$ cat src/rtl/rpn_converter.sv
// Infix-to-postfix (shunting-yard) token converter with an internal operator stack,
// registered valid/ready output, and error detection with '='-based recovery.
module rpn_converter #(
    parameter int DATA_W = 8,
    parameter int DEPTH  = 16,
    parameter int LVL_W  = $clog2(DEPTH + 1)
) (
    input  logic              clk,
    input  logic              reset,
    input  logic              in_valid,
    input  logic [DATA_W-1:0] in_data,
    output logic              in_ready,
    output logic              out_valid,
    output logic [DATA_W-1:0] out_data,
    input  logic              out_ready,
    output logic              err,
    output logic [1:0]        err_code,
    output logic [LVL_W-1:0]  stack_level
);

    localparam int IDX_W = (DEPTH > 1) ? $clog2(DEPTH) : 1;

    localparam logic [2:0] ST_READ  = 3'd0;
    localparam logic [2:0] ST_CMP   = 3'd1;
    localparam logic [2:0] ST_PAREN = 3'd2;
    localparam logic [2:0] ST_FLUSH = 3'd3;
    localparam logic [2:0] ST_ERR   = 3'd4;

    localparam logic [7:0] CH_LP  = 8'd40;
    localparam logic [7:0] CH_RP  = 8'd41;
    localparam logic [7:0] CH_MUL = 8'd42;
    localparam logic [7:0] CH_ADD = 8'd43;
    localparam logic [7:0] CH_SUB = 8'd45;
    localparam logic [7:0] CH_DIV = 8'd47;
    localparam logic [7:0] CH_EQ  = 8'd61;

    localparam logic [1:0] EC_NONE     = 2'd0;
    localparam logic [1:0] EC_OVERFLOW = 2'd1;
    localparam logic [1:0] EC_UNM_RP   = 2'd2;
    localparam logic [1:0] EC_UNM_LP   = 2'd3;

    function automatic logic [1:0] prec(input logic [7:0] c);
        case (c)
            CH_MUL, CH_DIV: prec = 2'd2;
            CH_ADD, CH_SUB: prec = 2'd1;
            default:        prec = 2'd0;
        endcase
    endfunction

    logic [2:0]        state_r, state_nx_s;
    logic [DATA_W-1:0] tok_r, tok_nx_s;
    logic [DATA_W-1:0] stack_r [DEPTH];
    logic [LVL_W-1:0]  level_r;
    logic              out_valid_r;
    logic [DATA_W-1:0] out_data_r;
    logic              err_r, err_nx_s;
    logic [1:0]        err_code_r, err_code_nx_s;

    logic              slot_free_s, in_ready_s, accept_s;
    logic              empty_s, full_s;
    logic [IDX_W-1:0]  top_idx_s, push_idx_s;
    logic [DATA_W-1:0] top_s;
    logic              emit_s, push_s, pop_s, clear_s;
    logic [DATA_W-1:0] emit_data_s, push_data_s;

    assign slot_free_s = !out_valid_r || out_ready;
    assign in_ready_s  = ((state_r == ST_READ) || (state_r == ST_ERR)) && slot_free_s;
    assign accept_s    = in_valid && in_ready_s;
    assign empty_s     = (level_r == LVL_W'(0));
    assign full_s      = (level_r == LVL_W'(DEPTH));
    // top index wraps when empty; every use of top_s is guarded by empty_s
    assign top_idx_s   = IDX_W'(level_r - LVL_W'(1));
    assign push_idx_s  = IDX_W'(level_r);
    assign top_s       = stack_r[top_idx_s];

    // Next-state, stack-operation and emit decode for the shunting-yard FSM
    always_comb begin
        state_nx_s    = state_r;
        tok_nx_s      = tok_r;
        err_nx_s      = err_r;
        err_code_nx_s = err_code_r;
        emit_s        = 1'b0;
        emit_data_s   = {DATA_W{1'b0}};
        push_s        = 1'b0;
        push_data_s   = {DATA_W{1'b0}};
        pop_s         = 1'b0;
        clear_s       = 1'b0;
        case (state_r)
            ST_READ: begin
                if (accept_s) begin
                    err_nx_s      = 1'b0;
                    err_code_nx_s = EC_NONE;
                    case (in_data[7:0])
                        CH_LP: begin
                            if (full_s) begin
                                state_nx_s    = ST_ERR;
                                err_nx_s      = 1'b1;
                                err_code_nx_s = EC_OVERFLOW;
                            end else begin
                                push_s      = 1'b1;
                                push_data_s = in_data;
                            end
                        end
                        CH_MUL, CH_DIV, CH_ADD, CH_SUB: begin
                            tok_nx_s   = in_data;
                            state_nx_s = ST_CMP;
                        end
                        CH_RP:   state_nx_s = ST_PAREN;
                        CH_EQ:   state_nx_s = ST_FLUSH;
                        default: begin
                            emit_s      = 1'b1;
                            emit_data_s = in_data;
                        end
                    endcase
                end else begin
                    state_nx_s = ST_READ;
                end
            end
            ST_CMP: begin
                if (!empty_s && (top_s[7:0] != CH_LP) && (prec(top_s[7:0]) >= prec(tok_r[7:0]))) begin
                    if (slot_free_s) begin
                        emit_s      = 1'b1;
                        emit_data_s = top_s;
                        pop_s       = 1'b1;
                    end else begin
                        state_nx_s = ST_CMP;
                    end
                end else if (full_s) begin
                    state_nx_s    = ST_ERR;
                    err_nx_s      = 1'b1;
                    err_code_nx_s = EC_OVERFLOW;
                end else begin
                    push_s      = 1'b1;
                    push_data_s = tok_r;
                    state_nx_s  = ST_READ;
                end
            end
            ST_PAREN: begin
                if (empty_s) begin
                    state_nx_s    = ST_ERR;
                    err_nx_s      = 1'b1;
                    err_code_nx_s = EC_UNM_RP;
                end else if (top_s[7:0] == CH_LP) begin
                    pop_s      = 1'b1;
                    state_nx_s = ST_READ;
                end else if (slot_free_s) begin
                    emit_s      = 1'b1;
                    emit_data_s = top_s;
                    pop_s       = 1'b1;
                end else begin
                    state_nx_s = ST_PAREN;
                end
            end
            ST_FLUSH: begin
                if (empty_s) begin
                    if (slot_free_s) begin
                        emit_s      = 1'b1;
                        emit_data_s = DATA_W'(CH_EQ);
                        state_nx_s  = ST_READ;
                    end else begin
                        state_nx_s = ST_FLUSH;
                    end
                end else if (top_s[7:0] == CH_LP) begin
                    state_nx_s    = ST_ERR;
                    err_nx_s      = 1'b1;
                    err_code_nx_s = EC_UNM_LP;
                end else if (slot_free_s) begin
                    emit_s      = 1'b1;
                    emit_data_s = top_s;
                    pop_s       = 1'b1;
                end else begin
                    state_nx_s = ST_FLUSH;
                end
            end
            ST_ERR: begin
                // err stays set here; it clears on the first token accepted back in READ
                if (accept_s && (in_data[7:0] == CH_EQ)) begin
                    clear_s    = 1'b1;
                    state_nx_s = ST_READ;
                end else begin
                    state_nx_s = ST_ERR;
                end
            end
            default: state_nx_s = ST_READ;
        endcase
    end

    // FSM, latched operator and error registers
    always_ff @(posedge clk or posedge reset) begin
        if (reset) begin
            state_r    <= ST_READ;
            tok_r      <= {DATA_W{1'b0}};
            err_r      <= 1'b0;
            err_code_r <= EC_NONE;
        end else begin
            state_r    <= state_nx_s;
            tok_r      <= tok_nx_s;
            err_r      <= err_nx_s;
            err_code_r <= err_code_nx_s;
        end
    end

    // Operator stack storage and level counter
    always_ff @(posedge clk or posedge reset) begin
        if (reset) begin
            level_r <= LVL_W'(0);
            for (int i = 0; i < DEPTH; i++) begin
                stack_r[i] <= {DATA_W{1'b0}};
            end
        end else if (clear_s) begin
            level_r <= LVL_W'(0);
        end else if (push_s) begin
            stack_r[push_idx_s] <= push_data_s;
            level_r             <= level_r + LVL_W'(1);
        end else if (pop_s) begin
            level_r <= level_r - LVL_W'(1);
        end else begin
            level_r <= level_r;
        end
    end

    // Single-entry output slot
    always_ff @(posedge clk or posedge reset) begin
        if (reset) begin
            out_valid_r <= 1'b0;
            out_data_r  <= {DATA_W{1'b0}};
        end else if (emit_s) begin
            out_valid_r <= 1'b1;
            out_data_r  <= emit_data_s;
        end else if (out_ready) begin
            out_valid_r <= 1'b0;
        end else begin
            out_valid_r <= out_valid_r;
        end
    end

    assign in_ready    = in_ready_s;
    assign out_valid   = out_valid_r;
    assign out_data    = out_data_r;
    assign err         = err_r;
    assign err_code    = err_code_r;
    assign stack_level = level_r;

endmodule

$ cat config.mk
export PLATFORM = sky130hd
export DESIGN_NAME = rpn_converter
export DESIGN_NICKNAME = d
export VERILOG_FILES = /design/src/rtl/rpn_converter.sv
export SDC_FILE = /design/constraint.sdc
export NUM_CORES = 1
export LEC_CHECK = 0
export CAP_MARGIN = 30
export CORE_MARGIN = 2
export CORE_UTILIZATION = 55
export DETAILED_ROUTE_END_ITERATION = 8
export HOLD_SLACK_MARGIN = 0.12
export PLACE_DENSITY = 0.79
export SYNTH_ARGS = -nofsm -noshare
export SYNTH_HDL_FRONTEND = slang
export SYNTH_SLANG_ARGS = --single-unit
$ cat constraint.sdc
create_clock -name clk -period 5.15 [get_ports clk]
set_input_delay 1.03 -clock clk [delete_from_list [all_inputs] [get_ports clk]]
set_output_delay 1.03 -clock clk [all_outputs]
set_load 0.02 [all_outputs]
=== After elaboration in Yosys (flattened, before gate mapping) ===
Index checks and enable logic that the tools add are counted.

* Register bits after elaboration: 156
* Input port bits: 12
* Output and inout port bits: 18

* $add $sub $neg: 2
* Magnitude comparators: 4
* Equal/unequal tests: 33
* Multiplexer cells: 81
* Bitwise operators: 3
* Reductions and logical operators: 25

{| class="wikitable"
|+ Operator list
! cell !! number
|-
| bitwise mux 128 bit || 1
|-
| equality test 8 x 6 -> 1 bit (second input constant) || 16
|-
| 2-to-1 mux 8 bit || 15
|-
| 2-to-1 mux 3 bit || 12
|-
| binary-select mux 8 bit (select 4 bit) || 1
|-
| demux 8 bit (select 4 bit) || 1
|-
| one-hot mux 8 bit (4 select lines) || 1
|-
| 2-to-1 mux 1 bit || 27
|-
| 2-to-1 mux 2 bit || 9
|-
| one-hot mux 8 bit (2 select lines) || 1
|-
| 2-to-1 mux 5 bit || 3
|-
| one-hot mux 3 bit (5 select lines) || 1
|-
| != test 2 bit (second input constant) || 6
|-
| != test 4 bit (second input constant) || 3
|-
| one-hot mux 3 bit (4 select lines) || 1
|-
| greater-or-equal comparator 5 bit (second input constant) || 2
|-
| inverter 4 -> 5 bit || 2
|-
| != test 8 x 6 -> 1 bit (second input constant) || 1
|-
| one-hot mux 1 bit (4 select lines) || 2
|-
| one-hot mux 2 bit (2 select lines) || 2
|-
| one-hot mux 2 bit (4 select lines) || 1
|-
| OR reduction 2 bit || 4
|-
| AND reduction 7 bit || 1
|-
| OR reduction 7 bit || 1
|-
| 26 further kinds || 34
|}

=== Logic depth before layout (Yosys ltp) ===
* Depth after elaboration: 16
* Depth in mapped cells: 24

=== Least setup slack after synthesis ===
OpenSTA, ideal clock, no wires.

* Path type: reg-to-reg
* Start point: register level_r[0] (netlist: stack_level[0])
* End point: register stack_r[72] in the netlist's numbering
* Arrival: 5221 ps
* Setup slack: -196 ps
* Stages on the path, launching flop included: 24
* Path buffers: 6
* Cells stage by stage: dfrtp_1 -> buf_4 -> buf_4 -> inv_1 -> buf_1 -> ha_1 -> buf_2 -> xor2_4 -> mux4_1 -> mux2i_1 -> nor3b_2 -> o21ai_0 -> nor2_1 -> nand2_1 -> ha_1 -> nand2b_1 -> a21oi_1 -> or2_2 -> a21oi_1 -> nand2_2 -> buf_6 -> and3_1 -> buf_6 -> mux2_4

* Word-level cells in the longest chain between the ends: 14

{| class="wikitable"
|+ RTL lines
! element !! RTL line !! source
|-
| start, declared || 53 || <nowiki>logic [LVL_W-1:0] level_r;</nowiki>
|-
| start signal, assigned || 214 || <nowiki>level_r <= level_r + LVL_W'(1);</nowiki>
|-
| start signal, assigned || 216 || <nowiki>level_r <= level_r - LVL_W'(1);</nowiki>
|-
| start signal, assigned || 218 || <nowiki>level_r <= level_r;</nowiki>
|-
| subtractor 5 x 1 -> 5 bit || n/a ||
|-
| inverter 4 -> 5 bit (implied by the code) || 74 || <nowiki>assign top_s = stack_r[top_idx_s];</nowiki>
|-
| binary-select mux 8 bit (select 4 bit) || 74 ||
|-
| 2-to-1 mux 8 bit (implied by the code) (2 in series) || 74 ||
|-
| equality test 8 x 6 -> 1 bit || 43 || <nowiki>case (c)</nowiki>
|-
| OR reduction 2 bit || 43 ||
|-
| one-hot mux 2 bit (2 select lines) || 43 ||
|-
| 2-to-1 mux 2 bit || 88 || <nowiki>case (state_r)</nowiki>
|-
| greater-or-equal comparator 2 bit || 120 || <nowiki>if (!empty_s && (top_s[7:0] != CH_LP) && (prec(top_s[7:0]) >= prec(tok_r[7:0]))) begin</nowiki>
|-
| logical AND 1 bit || 120 ||
|-
| 2-to-1 mux 8 bit / 2-to-1 mux 1 bit (equally long branches) || 120 ||
|-
| one-hot mux 8 bit (2 select lines) / one-hot mux 1 bit (2 select lines) (equally long branches) || 88 ||
|-
| bitwise mux 128 bit / AND reduction 2 bit (equally long branches) || n/a ||
|-
| end signal, assigned by index || 208 || <nowiki>stack_r[i] <= {DATA_W{1'b0}};</nowiki>
|-
| end signal, assigned by index || 213 || <nowiki>stack_r[push_idx_s] <= push_data_s;</nowiki>
|-
| end, declared || 52 || <nowiki>logic [DATA_W-1:0] stack_r [DEPTH];</nowiki>
|}

Parallel ways exist; a longest one is shown, timed or not. The select of a mux whose other input is x is not followed.
A chain may end at the register's enable or synchronous reset.

=== Worst setup path after layout ===
* Start point: register level_r[1] (netlist: stack_level[1])
* End point: register stack_r[34] in the netlist's numbering

The elaborated chain is that of the path after synthesis.

==> out/qor.log <==
[placed_design] port bufs 29
[synthesis] xor-xnor portion of the synthesized cell area 0.00942
[timing] setup-violating endpoint count in the final report 0
[die] num ports 30
[route] Detailed Route Iter0 Violations 480
[timing] PnR worst setup slack 0.255 ns
[grt] number of antenna violations at the first check in global routing 0
[finish] final std cells w/o fill 852
[timing] transition time of the tightest slew-check pin 0.899 ns
[timing] Post-Route Hold Slack 0.482 ns
[placed_design] final RePlAce weighted congestion 0.926
[flow_run] Max Cap Viol 0
[timing] upper clock frequency limit 0.204 GHz
[route] mean number of vias per cell 6.34
[pwr] leakage dissipation 0.00429 uW
[synthesis] synthesized area 8360 um2
[grt] pin count of the biggest net entering global routing 76
[synthesis] #FFs+latches synth 156
[synthesis] Compound-Gate Fraction of Synth Area 0.0667
[clocking] Worst-Skew Late Latency 0.43 ns
[finish] share of post-route cells with drive strength above 1 0.355
[placed_design] cell area after placement 8710 um2
[synthesis] synthesized area divided by synthesized cell count 13.2 um2
[grt] final global-route overflow total 0
[timing] number of max-slew violations in the final report 0
[synthesis] share of synthesized area spent on multiplexers 0.313
[grt] number of global-route vias before repair 5465
[placed_design] worst-case setup slack after placement 0.0434 ns
[route] Post-DRT Antenna Nets 0
[clocking] Max clock buf depth 2
[timing] share of the clock period used by the worst path after layout 0.951
[clocking] level count of the clock H-tree 4
[die] height of the chip 127 um
[grt] wire length of the first global-routing pass 30.4 mm
[setup_path] path type of the worst setup path flop to flop
[die] core area 15000 um2
[route] WL per Instance 22.5 um
[die] Total Die Area 16200 um2
[timing] Layout Skew 0.00862 ns
[timing] Max-slew headroom 0.400
[synthesis] number of enable-type register cells in the synthesized netlist 0
[synthesis] Mapped Nets 654
[synthesis] most used flip-flop cell after synthesis dfrtp_1
[placed_design] cell count after placement 821
[setup_path] signal arrival time at the worst endpoint 5.21 ns
[finish] area added between synthesis and finish 11.4%
[route] total number of vias 5398
[pwr] largest vdd supply drop 0.259 mV
[finish] Antenna Cells 0
[setup_path] Critical Path Sink Type flop
[clocking] Inserted Clock Buffers 17
[die] number of rows created at floorplan 45
[setup_path] required time at the endpoint of the critical path 5.46 ns
[grt] Tot GR Track Use 0.245
[timing] final hold vios 0
[clocking] CTS Root Cell clkbuf_16
[finish] leading cell types in the layout, fill and taps excluded dfrtp_1 (155), mux2_2 (87), mux2i_1 (54)
[synthesis] Yosys warnings 0
[route] number of optimization iterations in the first detailed-route pass 5
[finish] number of nets in the final layout 671
[finish] final instance area 9320 um2
[synthesis] synthesized-area fraction occupied by and/or/nand/nor cells 0.0926
[setup_path] Critical Path Start Type flop
[synthesis] sequential cell area fraction in the yosys report 0.467
[min_path] Min-Delay Path Class flop to flop
[clocking] hold_buf cts 0
[synthesis] area share of fa/ha/maj cells after synthesis 0.0105
[pwr] total power divided by cell area 408 nW/um2
[placed_design] final HPWL from detailed placement 12.9 mm
[synthesis] library cells used by synthesis 68
[route] DRC errors left 0
[finish] leading cell type in the layout, fill and taps excluded dfrtp_1
[clocking] TritonCTS sink count 156
[clocking] clock edge transition at the registers on the reported setup and hold paths 0.06 ns
[synthesis] Cells after Synth 635
[status] outcome finished, final reports clean
[route] total wire length 19.1 mm
[timing] final worst path period need 4.90 ns
[clocking] clock tree from TritonCTS built
[synthesis] combinational family with the most area after synthesis multiplexers
[synthesis] proportion of synthesized flip-flops having asynchronous set or reset 1.00
[die] horizontal die dimension 127 um
[die] Initial Util 0.556
[setup_path] largest fanout on the critical path 28
==> synthesized netlist by cell type, types with 14 or more instances <==
cell,count,area [um2]
buf_6,14,158
nand3_1,17,85.1
buf_2,19,95.1
and3_1,18,113
mux4_2,14,315
mux2_2,87,980
nand2_1,29,109
nor2_1,20,75.1
mux2_4,44,661
mux2i_1,54,541
dfrtp_1,156,3900
==> kinds of logic (layout without fill, tap and decap cells) <==
kind of cell / count (synthesis) / count (layout)
fa+ha+maj: 7 / 7
flops: 156 / 156
buf+inv: 53 / 82
simple gates: 140 / 140
compound gates: 69 / 69
mux: 204 / 204
xor+xnor: 6 / 6
==> layer usage <==
layer | global-route usage | share of wire | vias up | wire [um]
li1 | - | - | 2361 | -
met3 | 0.0532 | 0.058 | 38 | 1120
met4 | 0.0821 | 0.020 | 0 | 387
met5 | 0 | 0 | - | 0
met2 | 0.384 | 0.47 | 216 | 9080
met1 | 0.344 | 0.45 | 2783 | 8560
==> worst max-delay path, stage by stage, from the launching register on <==
cell and delay [ns]:
dfrtp_1 0.45, inv_1 0.15, ha_1 0.29, xor2_4 0.33
mux4_1 0.60, mux2i_1 0.28, nor3b_2 0.31, o21ai_0 0.15
nor2_1 0.12, nand2_1 0.06, ha_1 0.29, nand2b_1 0.14
a21oi_1 0.17, or2_2 0.21, a21oi_2 0.11, nand2_4 0.28
and3_2 0.45, mux2_2 0.38
==> flip-flops by register name, indices dropped and copies added, names as in the netlist <==
signal and flops:
err 1, err_code 2, out_data 8, out_valid 1
stack_level 5, stack_r 128, state_r 3, tok_r 8
==> area by class of cell <==
| type | count | area [um2] |
|---|---|---|
| multi-input cells | 426 | 4140 |
| clock inverters | 12 | 148 |
| well taps | 188 | 235 |
| clock buffers | 19 | 443 |
| repair buffers | 44 | 415 |
| fillers | 1086 | 5710 |
| flip-flops and latches | 156 | 3910 |
| inverters | 7 | 30.0 |
==> worst paths after layout <==
check                                            from                      end  slack, ns  cells past startpoint
max                        stack_level[1]$_DFFE_PP0P_  stack_r[34]$_DFFE_PP0P_       0.25                     17
min                           out_data[0]$_DFFE_PP0P_  out_data[0]$_DFFE_PP0P_       0.48                      1
max reg2reg                stack_level[1]$_DFFE_PP0P_  stack_r[34]$_DFFE_PP0P_       0.25                     17
min reg2reg                   out_data[0]$_DFFE_PP0P_  out_data[0]$_DFFE_PP0P_       0.48                      1
max in group asynchronous                       reset  stack_r[64]$_DFFE_PP0P_       3.01                      3
min in group asynchronous                       reset  stack_r[92]$_DFFE_PP0P_       1.09                      2
==> through the flow <==
step | setup TNS (ns) | total power [uW] | util
after floorplan | 0 | 2210 | -
after global placement | 0 | 2500 | 0.579
after detailed placement | 0 | 2530 | 0.579
after CTS | 0 | 3800 | 0.618
after global routing | -0.0984 | 3950 | 0.620
final | 0 | 3800 | 0.620
==> power by group <==
part           switching (uW)  leakage [uW]  internal (uW)
sequential               67.3       0.00214           1290
clock                     505      0.000277            767
combinational             685       0.00187            487
==> repair_timing <==
item                                    in CTS  in global routing
buffers inserted                             0                  0
endpoints found under the setup margin       0                110
resized for setup                            0                 15
No activity file was read; power rests on OpenSTA's default activity.
